`config.mk`:
```
export PLATFORM = sky130hd
export DESIGN_NAME = fft_cache_rd_arb_flat
export DESIGN_NICKNAME = d
export VERILOG_FILES = /design/src/rtl/fft_cache_rd_arb_pkg.sv /design/src/rtl/fft_cache_rd_arb_if.sv /design/src/rtl/fft_cache_burst_gen.sv /design/src/rtl/fft_cache_rd_arb.sv /design/src/flat_wrapper.sv
export SDC_FILE = /design/constraint.sdc
export NUM_CORES = 1
export LEC_CHECK = 0
export BUFFER_PORTS_ARGS = -buffer_cell sky130_fd_sc_hd__buf_2
export CORE_ASPECT_RATIO = 1.2
export CORE_MARGIN = 2
export CORE_UTILIZATION = 44
export CTS_CLUSTER_DIAMETER = 150
export CTS_CLUSTER_SIZE = 24
export DETAILED_ROUTE_END_ITERATION = 6
export GPL_ROUTABILITY_DRIVEN = 0
export HOLD_SLACK_MARGIN = 0.03
export PLACE_DENSITY = 0.72
export SLEW_MARGIN = 20
export SYNTH_ARGS = -nofsm -noshare
export SYNTH_HDL_FRONTEND = slang
export SYNTH_SLANG_ARGS = --single-unit
```
`constraint.sdc`:
```
create_clock -name av_clk_ir -period 8.2 [get_ports av_clk_ir]
set_clock_uncertainty 0.2 [all_clocks]
set_input_delay 1.23 -clock av_clk_ir [delete_from_list [all_inputs] [get_ports av_clk_ir]]
set_output_delay 1.23 -clock av_clk_ir [all_outputs]
set_load 0.03 [all_outputs]
```
`src/rtl/fft_cache_rd_arb_pkg.sv`:
```
// fft_cache_rd_arb_pkg: shared burst FSM states, source IDs and read tag layout
package fft_cache_rd_arb_pkg;
   typedef enum logic [1:0] {ST_IDLE, ST_ISSUE, ST_DRAIN} burst_st_t;
   localparam logic SRC_A = 1'b0;
   localparam logic SRC_B = 1'b1;
   typedef struct packed {
      logic vld;
      logic src;
      logic chnl;
   } rd_tag_t;
endpackage

```
`src/rtl/fft_cache_rd_arb_if.sv`:
```
// fft_cache_rd_arb_if: requester A, display burst B and result-RAM signals of the read arbiter
interface fft_cache_rd_arb_if #(parameter int P_FFT_RAM_ADDR_W = 7, parameter int P_FFT_RAM_DATA_W = 32);
   logic                          fft_busy_ih;
   logic                          a_req_ih;
   logic [P_FFT_RAM_ADDR_W-1:0]   a_addr_id;
   logic                          a_chnl_id;
   logic                          a_gnt_oh;
   logic [P_FFT_RAM_DATA_W-1:0]   a_rdata_od;
   logic                          a_rdata_valid_oh;
   logic                          b_start_ih;
   logic [P_FFT_RAM_ADDR_W-1:0]   b_base_addr_id;
   logic [P_FFT_RAM_ADDR_W:0]     b_len_id;
   logic                          b_chnl_id;
   logic                          b_busy_oh;
   logic [P_FFT_RAM_DATA_W-1:0]   b_rdata_od;
   logic                          b_rdata_valid_oh;
   logic                          b_done_oh;
   logic [P_FFT_RAM_ADDR_W-1:0]   fft_res_ram_rd_addr_od;
   logic [P_FFT_RAM_DATA_W-1:0]   fft_res_ram_lchnl_data_id;
   logic [P_FFT_RAM_DATA_W-1:0]   fft_res_ram_rchnl_data_id;
   modport master (
      output fft_busy_ih, a_req_ih, a_addr_id, a_chnl_id, b_start_ih, b_base_addr_id, b_len_id, b_chnl_id,
             fft_res_ram_lchnl_data_id, fft_res_ram_rchnl_data_id,
      input  a_gnt_oh, a_rdata_od, a_rdata_valid_oh, b_busy_oh, b_rdata_od, b_rdata_valid_oh, b_done_oh,
             fft_res_ram_rd_addr_od
   );
   modport slave (
      input  fft_busy_ih, a_req_ih, a_addr_id, a_chnl_id, b_start_ih, b_base_addr_id, b_len_id, b_chnl_id,
             fft_res_ram_lchnl_data_id, fft_res_ram_rchnl_data_id,
      output a_gnt_oh, a_rdata_od, a_rdata_valid_oh, b_busy_oh, b_rdata_od, b_rdata_valid_oh, b_done_oh,
             fft_res_ram_rd_addr_od
   );
endinterface

```
`src/rtl/fft_cache_burst_gen.sv`:
```
// fft_cache_burst_gen: display burst address/count FSM; tracks outstanding issues and returns
module fft_cache_burst_gen import fft_cache_rd_arb_pkg::*; #(
   parameter int P_FFT_RAM_ADDR_W = 7
) (
   input  logic                        av_clk_ir,
   input  logic                        av_rst_ih,
   input  logic                        start,
   input  logic [P_FFT_RAM_ADDR_W-1:0] base,
   input  logic [P_FFT_RAM_ADDR_W:0]   len,
   input  logic                        chnl,
   input  logic                        gnt,
   input  logic                        ret,
   output logic                        issue,
   output logic [P_FFT_RAM_ADDR_W-1:0] addr,
   output logic                        burst_chnl,
   output logic                        busy,
   output logic                        done
);
   localparam int AW = P_FFT_RAM_ADDR_W;
   localparam int LW = P_FFT_RAM_ADDR_W + 1;
   burst_st_t st;
   logic [LW-1:0] iss_cnt, ret_cnt;
   logic last_ret;
   assign issue = st == ST_ISSUE;
   assign busy = st != ST_IDLE;
   assign last_ret = ret & ret_cnt == LW'(1);
   always_ff @(posedge av_clk_ir or posedge av_rst_ih)
      if (av_rst_ih) begin
         st <= ST_IDLE;
         addr <= '0;
         burst_chnl <= 1'b0;
         iss_cnt <= '0;
         ret_cnt <= '0;
         done <= 1'b0;
      end else begin
         done <= last_ret;
         if (ret) ret_cnt <= ret_cnt - LW'(1);
         case (st)
            ST_IDLE: if (start & |len) begin
               st <= ST_ISSUE;
               addr <= base;
               burst_chnl <= chnl;
               iss_cnt <= len;
               ret_cnt <= len;
            end
            ST_ISSUE: if (gnt) begin
               addr <= addr + AW'(1);
               iss_cnt <= iss_cnt - LW'(1);
               if (iss_cnt == LW'(1)) st <= ST_DRAIN;
            end
            ST_DRAIN: if (last_ret) st <= ST_IDLE;
            default: st <= ST_IDLE;
         endcase
      end
endmodule

```
`src/rtl/fft_cache_rd_arb.sv`:
```
// fft_cache_rd_arb: round-robin arbiter between single reads (A) and display bursts (B)
// onto the shared FFT result RAM read port, with a tag pipe routing returned data.
module fft_cache_rd_arb import fft_cache_rd_arb_pkg::*; #(
   parameter int P_FFT_RAM_ADDR_W = 7,
   parameter int P_FFT_RAM_DATA_W = 32,
   parameter int P_RD_DELAY = 2
) (
   input logic               av_clk_ir,
   input logic               av_rst_ih,
   fft_cache_rd_arb_if.slave bus
);
   logic a_el, b_el, gnt_a, gnt_b, issue, last_src, b_issue, b_ret, b_chnl;
   logic [P_FFT_RAM_ADDR_W-1:0] b_addr, rd_addr_q;
   logic [P_FFT_RAM_DATA_W-1:0] rsel;
   rd_tag_t tag_q [P_RD_DELAY];
   rd_tag_t tag_out;
   // Reset gates eligibility so the combinational grant and address are quiet in reset
   assign a_el = bus.a_req_ih & ~bus.fft_busy_ih & ~av_rst_ih;
   assign b_el = b_issue & ~bus.fft_busy_ih;
   assign gnt_a = a_el & (~b_el | last_src == SRC_B);
   assign gnt_b = b_el & ~gnt_a;
   assign issue = gnt_a | gnt_b;
   assign bus.a_gnt_oh = gnt_a;
   assign bus.fft_res_ram_rd_addr_od = gnt_a ? bus.a_addr_id : gnt_b ? b_addr : rd_addr_q;
   assign tag_out = tag_q[P_RD_DELAY-1];
   assign b_ret = tag_out.vld & tag_out.src == SRC_B;
   assign rsel = tag_out.chnl ? bus.fft_res_ram_lchnl_data_id : bus.fft_res_ram_rchnl_data_id;
   fft_cache_burst_gen #(.P_FFT_RAM_ADDR_W(P_FFT_RAM_ADDR_W)) u_burst (
      .av_clk_ir  (av_clk_ir),
      .av_rst_ih  (av_rst_ih),
      .start      (bus.b_start_ih),
      .base       (bus.b_base_addr_id),
      .len        (bus.b_len_id),
      .chnl       (bus.b_chnl_id),
      .gnt        (gnt_b),
      .ret        (b_ret),
      .issue      (b_issue),
      .addr       (b_addr),
      .burst_chnl (b_chnl),
      .busy       (bus.b_busy_oh),
      .done       (bus.b_done_oh)
   );
   always_ff @(posedge av_clk_ir or posedge av_rst_ih)
      if (av_rst_ih) begin
         last_src <= SRC_B;
         rd_addr_q <= '0;
         for (int i = 0; i < P_RD_DELAY; i++) tag_q[i] <= '0;
         bus.a_rdata_od <= '0;
         bus.a_rdata_valid_oh <= 1'b0;
         bus.b_rdata_od <= '0;
         bus.b_rdata_valid_oh <= 1'b0;
      end else begin
         if (issue) begin
            last_src <= gnt_b ? SRC_B : SRC_A;
            rd_addr_q <= bus.fft_res_ram_rd_addr_od;
         end
         tag_q[0] <= '{vld: issue, src: gnt_b, chnl: gnt_a ? bus.a_chnl_id : b_chnl};
         for (int i = 1; i < P_RD_DELAY; i++) tag_q[i] <= tag_q[i-1];
         bus.a_rdata_valid_oh <= tag_out.vld & tag_out.src == SRC_A;
         bus.b_rdata_valid_oh <= b_ret;
         if (tag_out.vld & tag_out.src == SRC_A) bus.a_rdata_od <= rsel;
         if (b_ret) bus.b_rdata_od <= rsel;
      end
endmodule

```
`src/flat_wrapper.sv`:
```
// flat-port wrapper written by rule: the top's interface ports become plain ports
module fft_cache_rd_arb_flat import fft_cache_rd_arb_pkg::*;
#(
   parameter int P_FFT_RAM_ADDR_W = 7,
   parameter int P_FFT_RAM_DATA_W = 32,
   parameter int P_RD_DELAY = 2
)
  (av_clk_ir, av_rst_ih, bus_fft_busy_ih, bus_a_req_ih, bus_a_addr_id, bus_a_chnl_id, bus_b_start_ih, bus_b_base_addr_id, bus_b_len_id, bus_b_chnl_id, bus_fft_res_ram_lchnl_data_id, bus_fft_res_ram_rchnl_data_id, bus_a_gnt_oh, bus_a_rdata_od, bus_a_rdata_valid_oh, bus_b_busy_oh, bus_b_rdata_od, bus_b_rdata_valid_oh, bus_b_done_oh, bus_fft_res_ram_rd_addr_od);
  fft_cache_rd_arb_if #(.P_FFT_RAM_ADDR_W(P_FFT_RAM_ADDR_W), .P_FFT_RAM_DATA_W(P_FFT_RAM_DATA_W)) bus_i ();
  input logic av_clk_ir;
  input logic av_rst_ih;
  input wire logic [$bits(bus_i.fft_busy_ih)-1:0] bus_fft_busy_ih;
  input wire logic [$bits(bus_i.a_req_ih)-1:0] bus_a_req_ih;
  input wire logic [$bits(bus_i.a_addr_id)-1:0] bus_a_addr_id;
  input wire logic [$bits(bus_i.a_chnl_id)-1:0] bus_a_chnl_id;
  input wire logic [$bits(bus_i.b_start_ih)-1:0] bus_b_start_ih;
  input wire logic [$bits(bus_i.b_base_addr_id)-1:0] bus_b_base_addr_id;
  input wire logic [$bits(bus_i.b_len_id)-1:0] bus_b_len_id;
  input wire logic [$bits(bus_i.b_chnl_id)-1:0] bus_b_chnl_id;
  input wire logic [$bits(bus_i.fft_res_ram_lchnl_data_id)-1:0] bus_fft_res_ram_lchnl_data_id;
  input wire logic [$bits(bus_i.fft_res_ram_rchnl_data_id)-1:0] bus_fft_res_ram_rchnl_data_id;
  output wire logic [$bits(bus_i.a_gnt_oh)-1:0] bus_a_gnt_oh;
  output wire logic [$bits(bus_i.a_rdata_od)-1:0] bus_a_rdata_od;
  output wire logic [$bits(bus_i.a_rdata_valid_oh)-1:0] bus_a_rdata_valid_oh;
  output wire logic [$bits(bus_i.b_busy_oh)-1:0] bus_b_busy_oh;
  output wire logic [$bits(bus_i.b_rdata_od)-1:0] bus_b_rdata_od;
  output wire logic [$bits(bus_i.b_rdata_valid_oh)-1:0] bus_b_rdata_valid_oh;
  output wire logic [$bits(bus_i.b_done_oh)-1:0] bus_b_done_oh;
  output wire logic [$bits(bus_i.fft_res_ram_rd_addr_od)-1:0] bus_fft_res_ram_rd_addr_od;
  assign bus_i.fft_busy_ih = bus_fft_busy_ih;
  assign bus_i.a_req_ih = bus_a_req_ih;
  assign bus_i.a_addr_id = bus_a_addr_id;
  assign bus_i.a_chnl_id = bus_a_chnl_id;
  assign bus_i.b_start_ih = bus_b_start_ih;
  assign bus_i.b_base_addr_id = bus_b_base_addr_id;
  assign bus_i.b_len_id = bus_b_len_id;
  assign bus_i.b_chnl_id = bus_b_chnl_id;
  assign bus_i.fft_res_ram_lchnl_data_id = bus_fft_res_ram_lchnl_data_id;
  assign bus_i.fft_res_ram_rchnl_data_id = bus_fft_res_ram_rchnl_data_id;
  assign bus_a_gnt_oh = bus_i.a_gnt_oh;
  assign bus_a_rdata_od = bus_i.a_rdata_od;
  assign bus_a_rdata_valid_oh = bus_i.a_rdata_valid_oh;
  assign bus_b_busy_oh = bus_i.b_busy_oh;
  assign bus_b_rdata_od = bus_i.b_rdata_od;
  assign bus_b_rdata_valid_oh = bus_i.b_rdata_valid_oh;
  assign bus_b_done_oh = bus_i.b_done_oh;
  assign bus_fft_res_ram_rd_addr_od = bus_i.fft_res_ram_rd_addr_od;
  fft_cache_rd_arb #(.P_FFT_RAM_ADDR_W(P_FFT_RAM_ADDR_W), .P_FFT_RAM_DATA_W(P_FFT_RAM_DATA_W), .P_RD_DELAY(P_RD_DELAY)) u_core (.av_clk_ir(av_clk_ir), .av_rst_ih(av_rst_ih), .bus(bus_i));
endmodule
```
# == Word-level counts from Yosys, hierarchy flattened ==
# Cells that the tools add are included.
# op_classes
reduce_logical,7
eq_ne,8
n_mux,19
addsub,3
bitwise,16
# op_table
operator,count
$mux 8,5
$mux 32,1
$mux 7,4
$eq 8x1->1 const B,2
$pmux 8 s2,1
$sub 8x1->8 const B,2
$pmux 7 s2,1
$and 1x1->1,9
$mux 2,4
$reduce_or 8->1,1
$add 7x1->7 const B,1
$ne 2x2->1 const B,3
$pmux 2 s3,1
$not 1->1,5
$reduce_and 4->1,1
$reduce_bool 2->1,2
$reduce_and 3->1,1
$eq 2x1->1 const B,1
$eq 2x2->1 const B,1
$logic_not 2->1,1
$mux 1,2
$ne 2x1->1 const B,1
$or 1x1->1,2
$reduce_and 2->1,1
# word_totals
out_inout_bits,76
register_bits,107

# == Longest topological paths before layout ==
# Gate-level depths: netlist (run 1).
# depth
depth_word,9
ltp_mapped,6
mapped_depth_nobuf,6

# == Cells and area by module ==
# A second synthesis (run 1) with hierarchy kept.
# unflattened
hier_cells,477
hier_area_um2,4862.2
# by_module_without_submodules
module,area_each_um2,cells_per_inst,n_inst,seq_area_each_um2
fft_cache_rd_arb,3309.4,313,1,2003.2
fft_cache_burst_gen,1552.7,164,1,675.6

# == Worst setup path after synthesis (run 1) ==
# Ideal clock, no wire load.
# synth_path
path_kind,input port to output port
from,input port av_rst_ih
to,output port bus_fft_res_ram_rd_addr_od[0]
arrival_ps,4512
stages,4
path_slack_ps,2258
t_required_ps,6770
cell_sequence,inv_1 > a311oi_4 > clkbuf_1 > a221o_1
# synth_via
elab_chain_cells,7
# synth_rtl
item,line,rtl
"start, declared",flat_wrapper.sv:11,input logic av_rst_ih;
$not 1->1 (*),fft_cache_rd_arb.sv:18,assign a_el = bus.a_req_ih & ~bus.fft_busy_ih & ~av_rst_ih;
$and 1x1->1 (*),fft_cache_rd_arb.sv:18,
$and 1x1->1 (*),fft_cache_rd_arb.sv:20,assign gnt_a = a_el & (~b_el | last_src == SRC_B);
$not 1->1,fft_cache_rd_arb.sv:21,assign gnt_b = b_el & ~gnt_a;
$and 1x1->1,fft_cache_rd_arb.sv:21,
$mux 7,fft_cache_rd_arb.sv:24,assign bus.fft_res_ram_rd_addr_od = gnt_a ? bus.a_addr_id : gnt_b ? b_addr : rd_addr_q;
$mux 7 (*),fft_cache_rd_arb.sv:24,
"end, declared",flat_wrapper.sv:29,output wire logic [$bits(bus_i.fft_res_ram_rd_addr_od)-1:0] bus_fft_res_ram_rd_addr_od;
# Mark *: on every way between the ends. The rest lies on a longest branch, timed or not.

# == Worst setup path after layout (run 1) ==
# layout_path
from,input port av_rst_ih
to,output port bus_fft_res_ram_rd_addr_od[4]
# The elaborated chain is that of the path after synthesis.

==> flow_summary.yaml, run 1 <==
outcome:
  status: "complete, no violations"
die:
  start_util_pct: 44.7
  io_pins: 169
  rows: 42
  die_area_um2: 12000
  die_w_um: 100
  die-height_um: 119
  core-area_um2: 10900
cells_and_area:
  drive_gt1_share_pct: 32.3
  nNetsFinal: 725
  num_antenna_cells: 0
  fill_cells: 948
  mostFrequentLayoutCells: "168 x buf_2, 105 x dfrtp_1, 54 x nand2_1"
  layout_commonest_cell: "buf_2"
  syn_to_final_growth_pct: 25.1
clocking:
  cts_buffers: 9
  cts_tree: "yes"
  cts_root_buf: "clkbuf_16"
  htreeDepth: 3
  hold_buffers: 0
  clock_tree.buffer_depth: 2
  cts.sinks: 107
  cts-resized-gates: 0
  clk_latency_ns: 0.34
  clk_pin_slew_ns: 0.07
  post_cts.repair.setup_buffers: 0
worst_setup_path:
  crit_path_frequent_cell: "buf_2"
  critPathSlowestCell: "nor3_2"
  worstSetupStartpointType: "input port"
  end_kind: "output port"
  cp.arrival_ns: 2.77
  cp_max_fo: 17
  cp.required_ns: 6.77
  cp_slowest_stage_delay_ns: 0.76
  crit_chain: "buf_2 > nand2b_1 > nor3_2 > a221o_1 > buf_2"
  worstSetupPathType: "input port to output port"
logic_synthesis:
  synthMuxAreaShare_pct: 7.23
  yosys.area_share.simple_pct: 13.2
  synth.top_cells.by_area: "dfrtp_1 54%, mux2i_1 6.8%, o21ai_0 4.7%"
  syn_inst: 477
  synth_top_family_by_area: "compound AO/OA/AOI/OAI gates"
  yosys_warnings: 0
  ys_types: 52
  synth_top_area_share_pct: 54.3
  ys_ff_latch: 107
  synth-main-ff-cell: "dfrtp_1"
  synthArstFlopShare_pct: 100
  synthesis.area_um2: 4880
  synth_edf_count: 0
  synth_compound_area_share_pct: 18.2
  yosys.area.top_type: "dfrtp_1"
  synthesis.nets: 575
  synth_adder_area_share_pct: 1.28
  synth_xor_area_share_pct: 1.26
  yosysSeqAreaShare_pct: 54.9
  syn_area_per_cell_um2: 10.2
power_and_ir_drop:
  power.total_mw: 1.90
  cellLeakagePower_nw: 2.92
  max-vdd-ir-drop_v: 0.000145
  pwr_density_cell_nw_per_um2: 311
detailed_routing:
  drtAntennaViolNets: 0
  wl_per_cell_um: 15.3
  vias: 4070
  drt_iter0_markers: 187
  remaining_drc_errors: 0
  drt_wl_total_um: 11700
  drt-vias-per-instance: 5.33
  drt_first_pass_iters: 4
timing:
  rsz0062_at_grt: "no"
  period_share_pct: 51.3
  whs_ns: 0.150
  finalSetupViolCount: 0
  hold_viol_final: 0
  fmax_ghz: 0.238
  relSlewSlack_pct: 37.1
  slew_viol_final: 0
  min_period_ns: 4.20
  fin_setup_tns_ns: 0
  max_slew.worst_pin.slew_ns: 0.939
  worst_slack_ns: 4.00
placed_design:
  dp_worst_setup_slack_ns: 3.98
  place_hpwl_um: 8440
  place.port_buffers: 168
global_routing:
  grtUsageTotal_pct: 20.0
  grt_max_degree: 70
  grt_pass1_wl_um: 19100
  grt_pass1_vias: 3938
  overflow: 0
  antenna_found_initial: 0
worst_hold_path:
  min_path_type: "flip-flop to flip-flop"
run:
  max_cap_viol_count: 0
[power breakdown]
part | leakage, nW | total (mW) | internal [mW] | switching, mW
logic | 1.54 | 0.634 | 0.240 | 0.394
registers | 1.24 | 0.811 | 0.675 | 0.136
clock network | 0.144 | 0.457 | 0.266 | 0.191
[metrics by stage]
| stage | cells | util [%] | instance area, um^2 |
|---|---|---|---|
| after floorplan | 477 | - | 4880 |
| after global placement | 748 | 52.9 | 5780 |
| after detailed placement | 748 | 52.9 | 5780 |
| after CTS | 763 | 55.8 | 6100 |
| after global routing | 763 | 55.9 | 6110 |
| final | 763 | 55.9 | 6110 |
[state kept, by name, indices dropped and copies added (netlist names), 2 cells and up]
signal / count
u_core.bus.a_rdata_od: 32
u_core.bus.b_rdata_od: 32
u_core.rd_addr_q: 7
u_core.tag_out: 3
u_core.tag_q: 3
u_core.u_burst.addr: 7
u_core.u_burst.iss_cnt: 8
u_core.u_burst.ret_cnt: 8
u_core.u_burst.st: 2
[synth_stat cells (3+ instances only)]
master and n:
dfrtp_1 106, nand2_1 54, o21ai_0 46, nor2_1 44, a21oi_1 37, mux2i_1 33, clkbuf_1 21, inv_1 16
a221o_1 14, buf_2 9, a2bb2oi_1 8, nor2b_1 8, o22ai_1 8, a22oi_1 6, nand3_1 6, ha_1 5
nor3_1 4, xor2_1 4, nand2b_1 3, nor4_1 3, or2_2 3, xnor2_1 3
[worst paths after layout]
check	startpoint	endpoint	slack [ns]	cells after the start
max	av_rst_ih	bus_fft_res_ram_rd_addr_od[4]	4.00	5
min	u_core.tag_q[4]	u_core.tag_out[1]	0.15	0
max reg2reg	u_core.u_burst.st[0]	u_core.u_burst.iss_cnt[6]	5.06	5
min reg2reg	u_core.tag_q[4]	u_core.tag_out[1]	0.15	0
max in group asynchronous	av_rst_ih	u_core.tag_out[0]	5.80	3
min in group asynchronous	av_rst_ih	u_core.u_burst.burst_chnl	0.76	2
[per-layer routing]
| layer | global-route usage [%] | wire length [um] | vias up |
|---|---|---|---|
| met2 | 33.3 | 5560 | 160 |
| met3 | 3.11 | 838 | 14 |
| met4 | 7.62 | 194 | 0 |
| li1 | - | - | 1974 |
| met1 | 26.1 | 5090 | 1922 |
| met5 | 0 | 0 | - |
[cell families after synthesis]
group	count (synthesis)
AOI/OAI and AO/OA	136
xor gates and xnor gates	7
adders and majority gates	5
buffers and inverters	48
DFF	107
muxes	35
and+or+nand+nor	139
[layout make-up]
cell class | count | area, um^2 | share of cell area (%)
Sequential cell | 107 | 2680 | 43.9
Multi-Input combinational cell | 322 | 2020 | 33.1
Timing Repair Buffer | 171 | 863 | 14.1
Clock buffer | 9 | 225 | 3.69
Tap cell | 132 | 165 | 2.70
Clock inverter | 6 | 91.3 | 1.50
Inverter | 16 | 62.6 | 1.02
[critical path, delay by kind of cell]
kind / cells / cell delay, ns
AND/OR/NAND/NOR: 2 / 0.93
buffers and inverters: 2 / 0.32
AO/OA/AOI/OAI: 1 / 0.29
Note: power is estimated with default switching activity, not from simulation.
==> run 2, diff against run 1 <==
--- a/config.mk
+++ b/config.mk
@@ -14,7 +14,7 @@
 export DETAILED_ROUTE_END_ITERATION = 6
 export GPL_ROUTABILITY_DRIVEN = 0
 export HOLD_SLACK_MARGIN = 0.03
-export PLACE_DENSITY = 0.72
+export PLACE_DENSITY = 0.74
 export SLEW_MARGIN = 20
 export SYNTH_ARGS = -nofsm -noshare
 export SYNTH_HDL_FRONTEND = slang
==> constraint.sdc (replaced) <==
create_clock -name av_clk_ir -period 3.6 [get_ports av_clk_ir]
set_clock_uncertainty 0.2 [all_clocks]
set_input_delay 0.54 -clock av_clk_ir [delete_from_list [all_inputs] [get_ports av_clk_ir]]
set_output_delay 0.54 -clock av_clk_ir [all_outputs]
set_load 0.03 [all_outputs]
==> flow_summary.yaml, run 2 (synthesis results as in run 1) <==
detailed_routing:
  drt_first_pass_iters: 5
  drt_wl_total_um: 11800
  drt_iter0_markers: 148
  remaining_drc_errors: 0
  vias: 4175
  drt-vias-per-instance: 5.43
  drtAntennaViolNets: 0
  wl_per_cell_um: 15.4
clocking:
  cts.sinks: 107
  cts_buffers: 9
  clk_latency_ns: 0.34
  hold_buffers: 0
  clock_tree.buffer_depth: 2
  cts_root_buf: "clkbuf_16"
  post_cts.repair.setup_buffers: 0
  cts-resized-gates: 0
  htreeDepth: 3
  clk_pin_slew_ns: 0.07
  cts_tree: "yes"
cells_and_area:
  stdcell_area_um2: 6110
  regArea_um2: 2680
  syn_to_final_growth_pct: 25.2
  drive_gt1_share_pct: 33.8
  multi_input_area_um2: 2030
  layout_commonest_cell: "buf_2"
  mostFrequentLayoutCells: "168 x buf_2, 105 x dfrtp_1, 54 x nand2_1"
  num_antenna_cells: 0
  fill_cells: 974
  fin_cells: 769
  reg_top3: "u_core.bus.a_rdata_od x32, u_core.bus.b_rdata_od x32"
  post-route-util_pct: 55.9
  nNetsFinal: 730
outcome:
  status: "complete, no violations"
worst_setup_path:
  worstSetupPathType: "flip-flop to output port"
  worstSetupStartpointType: "flip-flop"
  cp.arrival_ns: 2.32
  path_delay_family: "compound AO/OA/AOI/OAI gates"
  end_kind: "output port"
  cp_slowest_stage_delay_ns: 0.63
  critPathSlowestCell: "a311oi_4"
  cp_max_fo: 15
  cp.required_ns: 2.86
  crit_chain: "nand2b_1 > buf_4 > a311oi_4 > a221o_2 > buf_2"
  cp_num_buf_inv: 2
timing:
  relSlewSlack_pct: 32.8
  finalSetupViolCount: 0
  period_share_pct: 84.9
  fmax_ghz: 0.327
  rsz0062_at_grt: "no"
  min_period_ns: 3.06
  slew_viol_final: 0
  max_slew.worst_pin.slew_ns: 1.01
  hold_viol_final: 0
global_routing:
  grt_max_degree: 88
  overflow: 0
  antenna_found_initial: 0
  grt_pass1_wl_um: 19100
  grtUsageTotal_pct: 19.9
  grt_pass1_vias: 4004
placed_design:
  placed_cell_area_um2: 5830
  place.port_buffers: 168
  placed_cells: 753
  place_hpwl_um: 8640
power_and_ir_drop:
  max-vdd-ir-drop_v: 0.000339
  pwr_density_cell_nw_per_um2: 688
  cellLeakagePower_nw: 2.94
run:
  max_cap_viol_count: 0
die:
  io_pins: 169
  start_util_pct: 44.7
  rows: 42
  die_w_um: 100
  die_area_um2: 12000
  die-height_um: 119
  core-area_um2: 10900
worst_hold_path:
  min_path_type: "input port to asynchronous set/reset pin"
## run 2: worst reg2reg max path: stages (launching register included)
cell	delay, ns
dfrtp_1	0.59
nand2b_1	0.09
buf_4	0.19
a311oi_4	0.63
buf_4	0.35
or2_1	0.45
a22oi_1	0.18
## run 2: metrics by stage
step / worst slack (ns) / hold WS (ns) / setup TNS (ns) / total power [mW]
global route: 0.401 / 0.127 / 0 / 4.46
finish: 0.542 / 0.101 / 0 / 4.21
global placement: 0.870 / 0.132 / 0 / 3.28
floorplan: -0.312 / 0.131 / -2.18 / 2.86
detailed placement: 0.782 / 0.135 / 0 / 3.33
CTS: 0.546 / 0.0894 / 0 / 4.24
## run 2: path summary, 6_finish.rpt
check | slack, ns | endpoint | start | cells after the start
setup / recovery | 0.54 | bus_fft_res_ram_rd_addr_od[1] | u_core.u_burst.st[0] | 5
hold / removal | 0.10 | u_core.u_burst.iss_cnt[5] | av_rst_ih | 3
setup reg to reg | 0.75 | u_core.u_burst.addr[2] | u_core.u_burst.st[0] | 6
hold reg to reg | 0.15 | u_core.tag_out[0] | u_core.tag_q[3] | 0
max in group asynchronous | 1.98 | u_core.tag_out[0] | av_rst_ih | 4
min in group av_clk_ir | 0.15 | u_core.tag_out[0] | u_core.tag_q[3] | 0
## run 2: power by group
group          leakage (nW)  total, mW  internal (mW)  switching [mW]
registers              1.24       1.85           1.54           0.313
clock network         0.139      0.900          0.485           0.415
logic                  1.56       1.46          0.553           0.904
## run 2: final cells by class
class,instances,area share [%]
repair buffers,176,14.8
inverters,16,1.04
well taps,132,2.70
flip-flops and latches,107,43.9
clock inverters,5,0.471
clock buffers,11,3.97
multi-input cells,322,33.1
## run 2: layer usage
layer  routed length, um  share of wire (%)  global-route usage (%)  up-vias
li1                    -                  -                       -     1994
met1                4950                 42                    26.2     1973
met2                5720                 48                    32.9      195
met3                 927                7.8                    2.82       13
met5                   0                  0                       0        -
met4                 227                1.9                    8.22        0
